## src/rtl/mac_seq_pkg.sv

```systemverilog
// Shared definitions for the MAC job sequencer slice.
// Provides default widths and the sequencer state encoding.
package mac_seq_pkg;

  localparam int unsigned DEF_DATA_W = 8;
  localparam int unsigned DEF_ACC_W  = 16;
  localparam int unsigned DEF_CNT_W  = 3;
  localparam int unsigned DEF_ITERS  = 8;
  localparam int unsigned DEF_ADDR_W = 4;

  typedef enum logic [2:0] {
    S_IDLE,
    S_FETCH,
    S_LOAD,
    S_ITER,
    S_ACC,
    S_SETTLE,
    S_DONE
  } seq_state_e;

endpackage

```

## src/rtl/mac_iter_timer.sv

```systemverilog
// Multiplier step timer.
// Ports:
//   clk, rst_n  : clock, asynchronous active-low reset
//   load        : clear the step counter to 0
//   en          : advance the step counter by one
//   step        : current step value
//   first_step  : step == 0
//   last_step   : step == ITERS-1
module mac_iter_timer #(
  parameter int unsigned CNT_W = 3,
  parameter int unsigned ITERS = 8
) (
  input  logic             clk,
  input  logic             rst_n,
  input  logic             load,
  input  logic             en,
  output logic [CNT_W-1:0] step,
  output logic             first_step,
  output logic             last_step
);

  localparam logic [CNT_W-1:0] LAST = CNT_W'(ITERS - 1);

  always_ff @(posedge clk or negedge rst_n) begin
    if (!rst_n) begin
      step <= '0;
    end else if (load) begin
      step <= '0;
    end else if (en) begin
      step <= step + CNT_W'(1);
    end
  end

  always_comb begin
    first_step = (step == '0);
    last_step  = (step == LAST);
  end

endmodule

```

## src/rtl/mac_job_sequencer.sv

```systemverilog
// Sequences one MAC through an L-term dot product and returns the job sum.
// The MAC accumulator is never cleared, so the sum is mac_out at the end
// minus mac_out captured on accept (modulo 2^ACC_W).
// Ports:
//   clk, rst_n                 : clock, asynchronous active-low reset
//   job_valid/job_ready/job_len: job request handshake and length L
//   op_rd/op_addr/op_a/op_w    : operand memory read (data one cycle later)
//   mac_an/mac_wn/mac_counter  : MAC operands and step counter
//   mac_start/mac_stop/mac_out : MAC strobes and accumulator output
//   res_valid/res_data/res_ready: result handshake
//   busy                       : high whenever not idle
module mac_job_sequencer
  import mac_seq_pkg::*;
#(
  parameter int unsigned DATA_W = DEF_DATA_W,
  parameter int unsigned ACC_W  = DEF_ACC_W,
  parameter int unsigned CNT_W  = DEF_CNT_W,
  parameter int unsigned ITERS  = DEF_ITERS,
  parameter int unsigned ADDR_W = DEF_ADDR_W
) (
  input  logic              clk,
  input  logic              rst_n,
  input  logic              job_valid,
  output logic              job_ready,
  input  logic [ADDR_W:0]   job_len,
  output logic              op_rd,
  output logic [ADDR_W-1:0] op_addr,
  input  logic [DATA_W-1:0] op_a,
  input  logic [DATA_W-1:0] op_w,
  output logic [DATA_W-1:0] mac_an,
  output logic [DATA_W-1:0] mac_wn,
  output logic [CNT_W-1:0]  mac_counter,
  output logic              mac_start,
  output logic              mac_stop,
  input  logic [ACC_W-1:0]  mac_out,
  output logic              res_valid,
  output logic [ACC_W-1:0]  res_data,
  input  logic              res_ready,
  output logic              busy
);

  seq_state_e state, state_next;

  logic [ADDR_W:0]   len_q;
  logic [ADDR_W:0]   idx_q;
  logic [ACC_W-1:0]  base_q;
  logic [DATA_W-1:0] an_q;
  logic [DATA_W-1:0] wn_q;
  logic [ACC_W-1:0]  res_q;

  logic             accept;
  logic [CNT_W-1:0] step;
  logic             first_step;
  logic             last_step;

  assign accept = job_valid && (state == S_IDLE);

  mac_iter_timer #(
    .CNT_W (CNT_W),
    .ITERS (ITERS)
  ) u_timer (
    .clk        (clk),
    .rst_n      (rst_n),
    .load       (state == S_LOAD),
    .en         (state == S_ITER),
    .step       (step),
    .first_step (first_step),
    .last_step  (last_step)
  );

  always_ff @(posedge clk or negedge rst_n) begin
    if (!rst_n) begin
      state <= S_IDLE;
    end else begin
      state <= state_next;
    end
  end

  always_comb begin
    state_next = state;
    unique case (state)
      S_IDLE:   if (accept) state_next = (job_len == '0) ? S_DONE : S_FETCH;
      S_FETCH:  state_next = S_LOAD;
      S_LOAD:   state_next = S_ITER;
      S_ITER:   if (last_step) state_next = S_ACC;
      // idx_q still holds the pair just finished; compare its successor with L.
      S_ACC:    state_next = ((idx_q + (ADDR_W+1)'(1)) < len_q) ? S_FETCH : S_SETTLE;
      S_SETTLE: state_next = S_DONE;
      S_DONE:   if (res_ready) state_next = S_IDLE;
      default:  state_next = S_IDLE;
    endcase
  end

  always_ff @(posedge clk or negedge rst_n) begin
    if (!rst_n) begin
      len_q  <= '0;
      idx_q  <= '0;
      base_q <= '0;
      an_q   <= '0;
      wn_q   <= '0;
      res_q  <= '0;
    end else begin
      if (accept) begin
        len_q  <= job_len;
        idx_q  <= '0;
        base_q <= mac_out;
        if (job_len == '0) res_q <= '0;
      end
      if (state == S_LOAD) begin
        an_q <= op_a;
        wn_q <= op_w;
      end
      if (state == S_ACC) idx_q <= idx_q + (ADDR_W+1)'(1);
      // Wrapping subtraction recovers the job sum from the uncleared accumulator.
      if (state == S_SETTLE) res_q <= mac_out - base_q;
    end
  end

  always_comb begin
    job_ready   = (state == S_IDLE);
    busy        = (state != S_IDLE);
    op_rd       = (state == S_FETCH);
    op_addr     = (state == S_FETCH) ? idx_q[ADDR_W-1:0] : '0;
    mac_counter = (state == S_ITER) ? step : '0;
    mac_start   = (state == S_ITER) && first_step;
    mac_stop    = (state == S_ACC);
    res_valid   = (state == S_DONE);
    mac_an      = an_q;
    mac_wn      = wn_q;
    res_data    = res_q;
  end

endmodule

```

## config.mk

```make
export PLATFORM = sky130hd
export DESIGN_NAME = mac_job_sequencer
export DESIGN_NICKNAME = d
export VERILOG_FILES = /design/src/rtl/mac_seq_pkg.sv /design/src/rtl/mac_iter_timer.sv /design/src/rtl/mac_job_sequencer.sv
export SDC_FILE = /design/constraint.sdc
export NUM_CORES = 1
export LEC_CHECK = 0
export ABC_AREA = 0
export CAP_MARGIN = 20
export CORE_MARGIN = 2
export CORE_UTILIZATION = 40
export CTS_CLUSTER_DIAMETER = 100
export DETAILED_ROUTE_END_ITERATION = 8
export PLACE_DENSITY = 0.68
export SLEW_MARGIN = 40
export SYNTH_ARGS = -nofsm -noshare
export SYNTH_HDL_FRONTEND = slang
export SYNTH_HIERARCHICAL = 1
export SYNTH_SLANG_ARGS = --single-unit
export TNS_END_PERCENT = 50
```

## constraint.sdc

```tcl
create_clock -name clk -period 2.8 [get_ports clk]
set_clock_uncertainty 0.15 [all_clocks]
set_input_delay 0.28 -clock clk [delete_from_list [all_inputs] [get_ports clk]]
set_output_delay 0.28 -clock clk [all_outputs]
set_load 0.02 [all_outputs]
```

==> impl_metrics.tcl <==
set metrics [dict create \
    fmax_mhz 392 \
    htreeDepth 3 \
    antenna_cells 0 \
    grt_use_total_pct 16.5 \
    io_buffers 85 \
    ys_ff_latch 64 \
    fp.dieW_um 96.7 \
    fill_cells 733 \
    utilization_pct 56.0 \
    max_cap_violations 0 \
    layout_commonest_cell "clkdlybuf4s50_1" \
    instances_no_fill 541 \
    first_global_vias 2577 \
    hold_ws_ns 0.340 \
    p_total_uw 5140 \
    yosysSeqAreaShare_pct 46.6 \
    async_reset_ff_share_pct 100 \
    max_slew.worst_pin.slew_ns 0.799 \
    synth_fp_nets 405 \
    pwr-share-clk_pct 15.8 \
    cp-start-kind "flop" \
    fin_crit_sh_pct 91.1 \
    ant_nets 0 \
    cts_tree "yes" \
    drt_iter0_drc 62 \
    crit_fanout 13 \
    grt_max_degree 32 \
    grt-ovfl-total 0 \
    initial_core_util_pct 41.7 \
    syn_inst 340 \
    synth_area_mm2 0.00344 \
    placementRows 33 \
    yosysWarnings 6 \
    die_h_um 96.7 \
    clk_pin_slew_ns 0.07 \
    antenna_found_initial 0 \
    criticalPathCategory "flop to primary output" \
    switching_power_uw 2030 \
    p_comb_share_pct 53.1 \
    firstDrtPassIters 4 \
    place.gp.congestion 0.836 \
    synth-adder-area-share_pct 8.95 \
    dpl.cell_count 524 \
    pin_count 86 \
    critPathMaxStageDelay_ns 0.60 \
    slew_viol_final 0 \
    worst_path_max_delay_cell "clkdlybuf4s50_1" \
    synth.avg_cell_area_um2 10.1 \
    fin_crit_ns 2.55 \
    placed_area_mm2 0.00442 \
    grt_pass1_wl_um 12600 \
    hpwl_um 5630 \
    cts_buffers 9 \
    vias 2747 \
    ys.flop_type "dfrtp_1" \
    nNetsFinal 496 \
    p_int_uw 3110 \
    required_ns 2.37 \
    cts_setup_buffers 0 \
    path_cells "nor3b_1 -> and2_1 -> clkdlybuf4s50_1" \
    hold_viol 0 \
    dieArea_mm2 0.00936 \
    hp-class "flop to flop" \
    end_kind "primary output" \
    area_delta_synth_final_pct 34.6 \
    wl_per_cell_um 13.8 \
    clock_sinks 64 \
    seq_power_share_pct 31.0 \
    rsz0062_at_grt "no" \
    critPathArrivalTime_ns 2.12 \
    cts-root-buf "clkbuf_8" \
    irDropWorstVdd_uv 508 \
    max-slew-margin-rel_pct 46.7 \
    synth_edf_count 0 \
    vias_per_cell 5.08 \
    clock_latency_ns 0.34 \
    swShare_pct 39.4 \
    totalWireLength_um 7460 \
    final_cell_mix "84 x clkdlybuf4s50_1, 64 x dfrtp_1, 42 x nand2_1, 36 x o21ai_1, 27 x inv_1" \
    synthDistinctLibCells 51 \
    drc_errors 0 \
    synthXorXnorAreaFrac_pct 4.58 \
    drive_gt1_share_pct 7.11 \
    leakage_uw 0.00208 \
    power_density_mw_per_mm2 1110 \
    synthMuxAreaShare_pct 7.13 \
    setup_violations 0 \
    synth-simple-area-share_pct 11.5 \
    fin_area_mm2 0.00463 \
    status "finished clean" \
    synth_top_family_by_area "compound AO/OA/AOI/OAI gates" \
    cts_buffer_depth 2 \
    core_area_mm2 0.00826 \
    synth-compound-area-share_pct 16.8 \
]
==> logic make-up (layout without fill, tap and decap cells) <==
kind of cell,count (synthesis),in the layout
AOI/OAI and AO/OA,89,89
xor gates and xnor gates,18,18
adders and majority gates,24,24
buffers and inverters,39,135
DFF,64,64
muxes,22,22
and+or+nand+nor,84,84
==> metal layers <==
| layer | wire (um) | share of wire, % | track usage, % |
|---|---|---|---|
| met5 | 0 | 0 | 0 |
| met4 | 148 | 2.0 | 6.83 |
| met3 | 343 | 4.6 | 3.18 |
| met2 | 3420 | 46 | 25.4 |
| met1 | 3550 | 48 | 22.8 |
==> timing repair <==
action | CTS | global route
hold endpoints to repair | 28 | 0
resized for setup | 0 | 0
hold buffers | 1 | 0
==> registers in the layout, summed over array words and instances, names as in the netlist <==
| signal | cells |
|---|---|
| mac_wn | 8 |
| idx_q | 5 |
| base_q | 16 |
| mac_an | 8 |
| len_q | 5 |
| u_timer/step | 3 |
| state | 3 |
| res_data | 16 |
==> layout make-up <==
class | count | area, um2 | share of cell area [%]
Multi-Input combinational cell | 237 | 1690 | 36.4
Sequential cell | 64 | 1600 | 34.6
Timing Repair Buffer | 91 | 906 | 19.6
Clock buffer | 12 | 145 | 3.14
Tap cell | 105 | 131 | 2.84
Inverter | 28 | 105 | 2.27
Clock inverter | 4 | 53.8 | 1.16
==> power groups by stage <==
stage / clock, uW / sequential (uW) / combinational [uW]
floorplan: 0 / 1840 / 1510
global placement: 0 / 1600 / 2700
detailed placement: 0 / 1620 / 2740
CTS: 827 / 1600 / 2760
global route: 871 / 1650 / 3010
finish: 814 / 1590 / 2730
==> synth_stat cells, types with 3 or more instances <==
library cell	instances	area, um2
o21ai_0	6	30.0
a21oi_1	15	75.1
o21ai_1	36	180
nand2b_1	3	18.8
xnor2_1	12	105
a211oi_1	3	22.5
a21o_1	3	22.5
nand2_1	42	158
nor2_1	14	52.6
inv_1	27	101
xor2_1	6	52.6
and3_1	4	25.0
and2_1	8	50.1
nand3_1	3	15.0
dfrtp_1	64	1600
ha_1	23	288
clkbuf_1	6	22.5
buf_2	5	25.0
a22o_1	6	52.6
mux2_1	19	214
==> metrics by stage <==
step	setup WS (ns)	setup TNS, ns
6_report	0.248	0
3_3_place_gp	-0.0357	-0.0485
2_1_floorplan	0.497	0
4_1_cts	0.207	0
3_5_place_dp	-0.0797	-0.122
5_1_grt	0.110	0
==> worst max-delay path, delay by kind of cell, from the launching register on <==
family,cells,cell delay [ns]
flops,1,0.56
buf+inv,1,0.60
simple gates,2,0.62
==> final timing paths <==
kind                            slack [ns]      endpoint  startpoint  cells past startpoint
worst max register to register        0.34  res_data[12]   base_q[0]                      9
max in group asynchronous             1.40     base_q[5]       rst_n                      3
worst max-delay path                  0.25    op_addr[0]    state[0]                      3
min in group asynchronous             0.35      idx_q[4]       rst_n                      2
worst min register to register        0.34     mac_wn[0]   mac_wn[0]                      1
worst min-delay path                  0.34     mac_wn[0]   mac_wn[0]                      1
Power figures use the tool's default switching activity.
